**src/rtl/skid_hold_pkg.sv**
```systemverilog
// Shared types and default widths for the skid_hold_buffer block.
package skid_hold_pkg;

    localparam int unsigned DEF_DATA_W = 8;
    localparam int unsigned DEF_CNT_W  = 16;

    typedef enum logic [1:0] {
        S_EMPTY = 2'b00,
        S_BUSY  = 2'b01,
        S_FULL  = 2'b10
    } state_e;

endpackage : skid_hold_pkg

```
**src/rtl/sat_stall_counter.sv**
```systemverilog
// Saturating event counter with a synchronous clear that wins over increment.
module sat_stall_counter #(
    parameter int unsigned CNT_W = 16
) (
    input  logic             clk,
    input  logic             rst_n,
    input  logic             inc,
    input  logic             clr,
    output logic [CNT_W-1:0] cnt
);

    localparam logic [CNT_W-1:0] CNT_MAX = '1;

    always_ff @(posedge clk or negedge rst_n) begin
        if (!rst_n) begin
            cnt <= '0;
        end else if (clr) begin
            cnt <= '0;
        end else if (inc && (cnt != CNT_MAX)) begin
            cnt <= cnt + CNT_W'(1);
        end
    end

endmodule : sat_stall_counter

```
**src/rtl/skid_hold_buffer.sv**
```systemverilog
// Two-entry valid/ready skid buffer with a downstream stall counter.
// Define SKID_HOLD_STABLE_SVA_EN to compile in the protocol-stability assertions.
module skid_hold_buffer
    import skid_hold_pkg::*;
#(
    parameter int unsigned DATA_W = DEF_DATA_W,
    parameter int unsigned CNT_W  = DEF_CNT_W
) (
    input  logic              clk,
    input  logic              rst_n,
    input  logic              in_valid,
    output logic              in_ready,
    input  logic [DATA_W-1:0] in_data,
    output logic              out_valid,
    input  logic              out_ready,
    output logic [DATA_W-1:0] out_data,
    input  logic              stall_clr,
    output logic [CNT_W-1:0]  stall_cnt
);

    state_e            state_q, state_d;
    logic [DATA_W-1:0] main_q, main_d;
    logic [DATA_W-1:0] skid_q, skid_d;
    logic              in_fire, out_fire, stall;

    assign in_fire  = in_valid & in_ready;
    assign out_fire = out_valid & out_ready;
    assign stall    = out_valid & ~out_ready;
    assign out_data = main_q;

    // State and datapath registers; handshake flags are decoded from next state.
    always_ff @(posedge clk or negedge rst_n) begin
        if (!rst_n) begin
            state_q   <= S_EMPTY;
            main_q    <= '0;
            skid_q    <= '0;
            in_ready  <= 1'b0;
            out_valid <= 1'b0;
        end else begin
            state_q   <= state_d;
            main_q    <= main_d;
            skid_q    <= skid_d;
            in_ready  <= (state_d != S_FULL);
            out_valid <= (state_d != S_EMPTY);
        end
    end

    // Next-state and data steering; the skid entry is only used under backpressure.
    always_comb begin
        state_d = state_q;
        main_d  = main_q;
        skid_d  = skid_q;
        case (state_q)
            S_EMPTY: begin
                if (in_fire) begin
                    main_d  = in_data;
                    state_d = S_BUSY;
                end
            end
            S_BUSY: begin
                if (in_fire && out_fire) begin
                    main_d = in_data;
                end else if (in_fire) begin
                    skid_d  = in_data;
                    state_d = S_FULL;
                end else if (out_fire) begin
                    state_d = S_EMPTY;
                end
            end
            S_FULL: begin
                if (out_fire) begin
                    main_d  = skid_q;
                    state_d = S_BUSY;
                end
            end
            default: state_d = S_EMPTY;
        endcase
    end

    sat_stall_counter #(
        .CNT_W(CNT_W)
    ) u_stall_cnt (
        .clk  (clk),
        .rst_n(rst_n),
        .inc  (stall),
        .clr  (stall_clr),
        .cnt  (stall_cnt)
    );

`ifdef SKID_HOLD_STABLE_SVA_EN
    // Masks the first cycle after reset, before in_ready has had a chance to rise.
    logic sva_armed;
    always_ff @(posedge clk or negedge rst_n) begin
        if (!rst_n) sva_armed <= 1'b0;
        else        sva_armed <= 1'b1;
    end

    a_out_stable: assert property (@(posedge clk) disable iff (!rst_n)
        (out_valid && !out_ready) |=> (out_valid && $stable(out_data)))
        $display("%0t a_out_stable pass", $time);
    else
        $error("%0t a_out_stable: out_valid=%0b out_data=%0h", $time, out_valid, out_data);

    a_in_stable: assert property (@(posedge clk) disable iff (!rst_n)
        (in_valid && !in_ready) |=> (in_valid && $stable(in_data)))
        $display("%0t a_in_stable pass", $time);
    else
        $error("%0t a_in_stable: in_valid=%0b in_data=%0h", $time, in_valid, in_data);

    a_ready_when_room: assert property (@(posedge clk) disable iff (!rst_n)
        (sva_armed && (state_q != S_FULL)) |-> in_ready)
        $display("%0t a_ready_when_room pass", $time);
    else
        $error("%0t a_ready_when_room: state=%0d in_ready=%0b", $time, state_q, in_ready);
`endif

endmodule : skid_hold_buffer

```
**config.mk**
```make
export PLATFORM = sky130hd
export DESIGN_NAME = skid_hold_buffer
export DESIGN_NICKNAME = d
export VERILOG_FILES = /design/src/rtl/skid_hold_pkg.sv /design/src/rtl/sat_stall_counter.sv /design/src/rtl/skid_hold_buffer.sv
export SDC_FILE = /design/constraint.sdc
export NUM_CORES = 1
export LEC_CHECK = 0
export ABC_AREA = 1
export CORE_ASPECT_RATIO = 1.75
export CORE_MARGIN = 4
export CORE_UTILIZATION = 30
export DETAILED_ROUTE_END_ITERATION = 10
export PLACE_DENSITY = 0.53
export SYNTH_ARGS = -nofsm -noshare
export SYNTH_HDL_FRONTEND = slang
export SYNTH_SLANG_ARGS = --single-unit
```
**constraint.sdc**
```tcl
create_clock -name clk -period 2.2 [get_ports clk]
set_clock_uncertainty 0.1 [all_clocks]
set_input_delay 0.22 -clock clk [delete_from_list [all_inputs] [get_ports clk]]
set_output_delay 0.22 -clock clk [all_outputs]
set_load 0.05 [all_outputs]
```
==> out/qor.yml <==
clock_tree:
  cts_tree: "yes"
  numCtsBuffers: 5
  clockBufferDepth: 2
  cts.sink_count: 36
  clock-root-buffer: "clkbuf_8"
  clk_pin_slew_ns: 0.08
  post_cts_buffers: 0
  cts-resized-gates: 0
  clk_latency_ns: 0.28
  htreeDepth: 2
worst_setup_path:
  critical_path_class: "flip-flop to output port"
  critical_path.max_stage_delay_ns: 0.84
  end_kind: "output port"
  reg2reg_to: "u_stall_cnt.cnt[12]$_DFFE_PN0P_"
  crit_path_max_fanout: 6
  slowest_stage: "clkdlybuf4s50_1"
  path_cells: "clkdlybuf4s50_1"
  path_delay_family: "buffers and inverters"
  rr_worst_depth: 10
  rrSetupSlack_ns: 0.35
  cp.required_ns: 1.88
  start_kind: "flip-flop"
  critical_path_buf_inv_count: 1
  worstPathArrival_ns: 1.60
  timing.rr.start: "u_stall_cnt.cnt[0]$_DFFE_PN0P_"
power_and_ir_drop:
  leakage_nw: 1.12
  vdd_ir_drop_max_v: 0.000459
  powerDensity_nw_per_um2: 1010
die:
  die_area_um2: 7630
  std_cell_rows: 37
  fp.dieW_um: 67.8
  die_h_um: 113
  ioPinCount: 39
  core_area_um2: 5970
  start_util_pct: 31.4
detailed_routing:
  detail_route.vias_per_cell: 4.64
  drt-total-wl_mm: 4.57
  drt-initial-drc-count: 105
  via_count: 1683
  dr.pass1.iters: 6
  drc: 0
  wl_per_cell_um: 12.6
  drtAntennaViolNets: 0
sta:
  setup_ws_ns: 0.278
  fin_tns_setup_ns: 0
  setup_violations: 0
  tightest_slew_ns: 0.822
  rsz0062_at_grt: "false"
  fmax_ghz: 0.520
  max-slew-margin-rel_pct: 45.2
  finalHoldViolations: 0
  min_period_over_period_pct: 87.4
  min_period_ns: 1.92
  finalMaxSlewViolations: 0
  hold_slack_ns: 0.379
flow_run:
  maxCapViolations: 0
worst_hold_path:
  hold_start: "skid_q[7]$_DFFE_PN0P_"
  hold_depth: 2
  min_path_type: "flip-flop to flip-flop"
  hold_end: "skid_q[7]$_DFFE_PN0P_"
place:
  gp_congestion: 0.854
  place_hpwl_mm: 3.40
  port_buffers: 38
  dpl_worst_slack_ns: 0.298
cells_and_area:
  area_delta_synth_final_pct: 30.2
  num_antenna_cells: 0
  drive_gt1_share_pct: 8.77
  nets: 299
logic_synthesis:
  synth.distinct_cells: 25
  yosysTopAreaCell: "dfrtp_1"
  synth_nets: 253
  yosysTopAreaCellShare_pct: 48.1
  seq_area_frac_synth_pct: 48.1
  synth-seq-cells: 36
  synth_area_um2: 1870
  ys_warn_count: 0
  syn_inst: 239
  avgSynthCellArea_um2: 7.84
  synth_area_leaders: "dfrtp_1 (48%), nand2_1 (20%), nor2_1 (5.4%), nand4_1 (3.7%), nand3_1 (2.9%)"
global_routing:
  grt_first_pass_wirelength_mm: 7.66
  antenna_found_initial: 0
  grt.total_usage_pct: 13.1
  gr-total-overflow: 0
  grt_max_degree: 37
  grt_pass1_vias: 1658
outcome:
  status: "finished, final reports clean"
## how the worst max path moves through the flow
stage | from | end | cells past startpoint
2_1_floorplan | u_stall_cnt.cnt[0]$_DFFE_PN0P_ | u_stall_cnt.cnt[13]$_DFFE_PN0P_ | 10
3_3_place_gp | out_ready | out_valid$_DFF_PN0_ | 7
3_5_place_dp | out_ready | out_valid$_DFF_PN0_ | 7
4_1_cts | u_stall_cnt.cnt[9]$_DFFE_PN0P_ | stall_cnt[9] | 1
5_1_grt | u_stall_cnt.cnt[0]$_DFFE_PN0P_ | u_stall_cnt.cnt[0]$_DFFE_PN0P_ | 10
6_report | u_stall_cnt.cnt[9]$_DFFE_PN0P_ | stall_cnt[9] | 1
## synthesized netlist by cell type, drive strengths merged
cell,number
a31oi,8
inv,16
buf,3
dfrtp,36
a21oi,1
or2,1
nor2,33
nand3b,2
clkbuf,1
o21ai,2
nand4,11
nand3,12
ha,1
o21bai,5
xor2,6
nand2,101
## routing by layer
metal,part of all wire (%),track usage [%],up-vias
met4,2.4,6.10,0
met3,4.5,3.60,8
met1,39,13.4,775
met2,54,23.6,45
li1,-,-,855
met5,0,0,-
## final cells by class
type	instances	area (um2)
fillers	603	3530
clock buffers	5	68.8
multi-input cells	183	886
flip-flops and latches	36	901
inverters	16	60.1
well taps	78	97.6
repair buffers	43	415
clock inverters	2	12.5
## logic make-up after synthesis
kind of cell	Yosys count	synth area share, %
adder cells (fa/ha/maj)	1	0.667
AO/OA/AOI/OAI	16	6.07
XOR/XNOR	6	2.80
buffers and inverters	20	4.67
AND/OR/NAND/NOR	160	37.7
flip-flops	36	48.1
## power breakdown
group | leakage [nW] | internal (mW) | switching, mW
Clock | 0.0400 | 0.215 | 0.245
Combinational | 0.617 | 0.342 | 0.700
Sequential | 0.459 | 0.841 | 0.113
Total | 1.12 | 1.40 | 1.06
## what timing repair did
action | in CTS | in global routing
hold buffers | 1 | 0
hold endpoints to repair | 36 | 0
endpoints found under the setup margin | 0 | 0
## cells in the final DEF, fill, tap and decap left out, types with 2 or more instances in the layout
master	netlist	routed
clkbuf_8	0	5
a31oi_1	8	8
nor2_4	3	3
nand3_1	11	11
dfrtp_1	36	36
nand2_1	99	99
o21bai_1	5	5
inv_2	2	2
buf_4	1	4
nand2_2	2	2
nand4_1	11	11
nor2_2	2	2
nor2_1	27	27
inv_1	14	14
clkdlybuf4s50_1	0	37
xor2_1	6	6
nand3b_1	2	2
## stage by stage
step	power [mW]	area (um2)	cells	utilization, %
after CTS	2.49	2440	363	40.9
after global placement	2.02	2350	355	39.3
after floorplan	1.67	1870	239	-
after global routing	2.61	2440	363	40.9
final	2.46	2440	363	40.9
after detailed placement	2.02	2350	355	39.3
## flip-flops by register name (all words and copies together), names as in the netlist
signal,flops
out_data,8
skid_q,8
state_q,2
out_valid,1
u_stall_cnt.cnt,16
in_ready,1
Note: power is estimated with default switching activity, not from simulation.
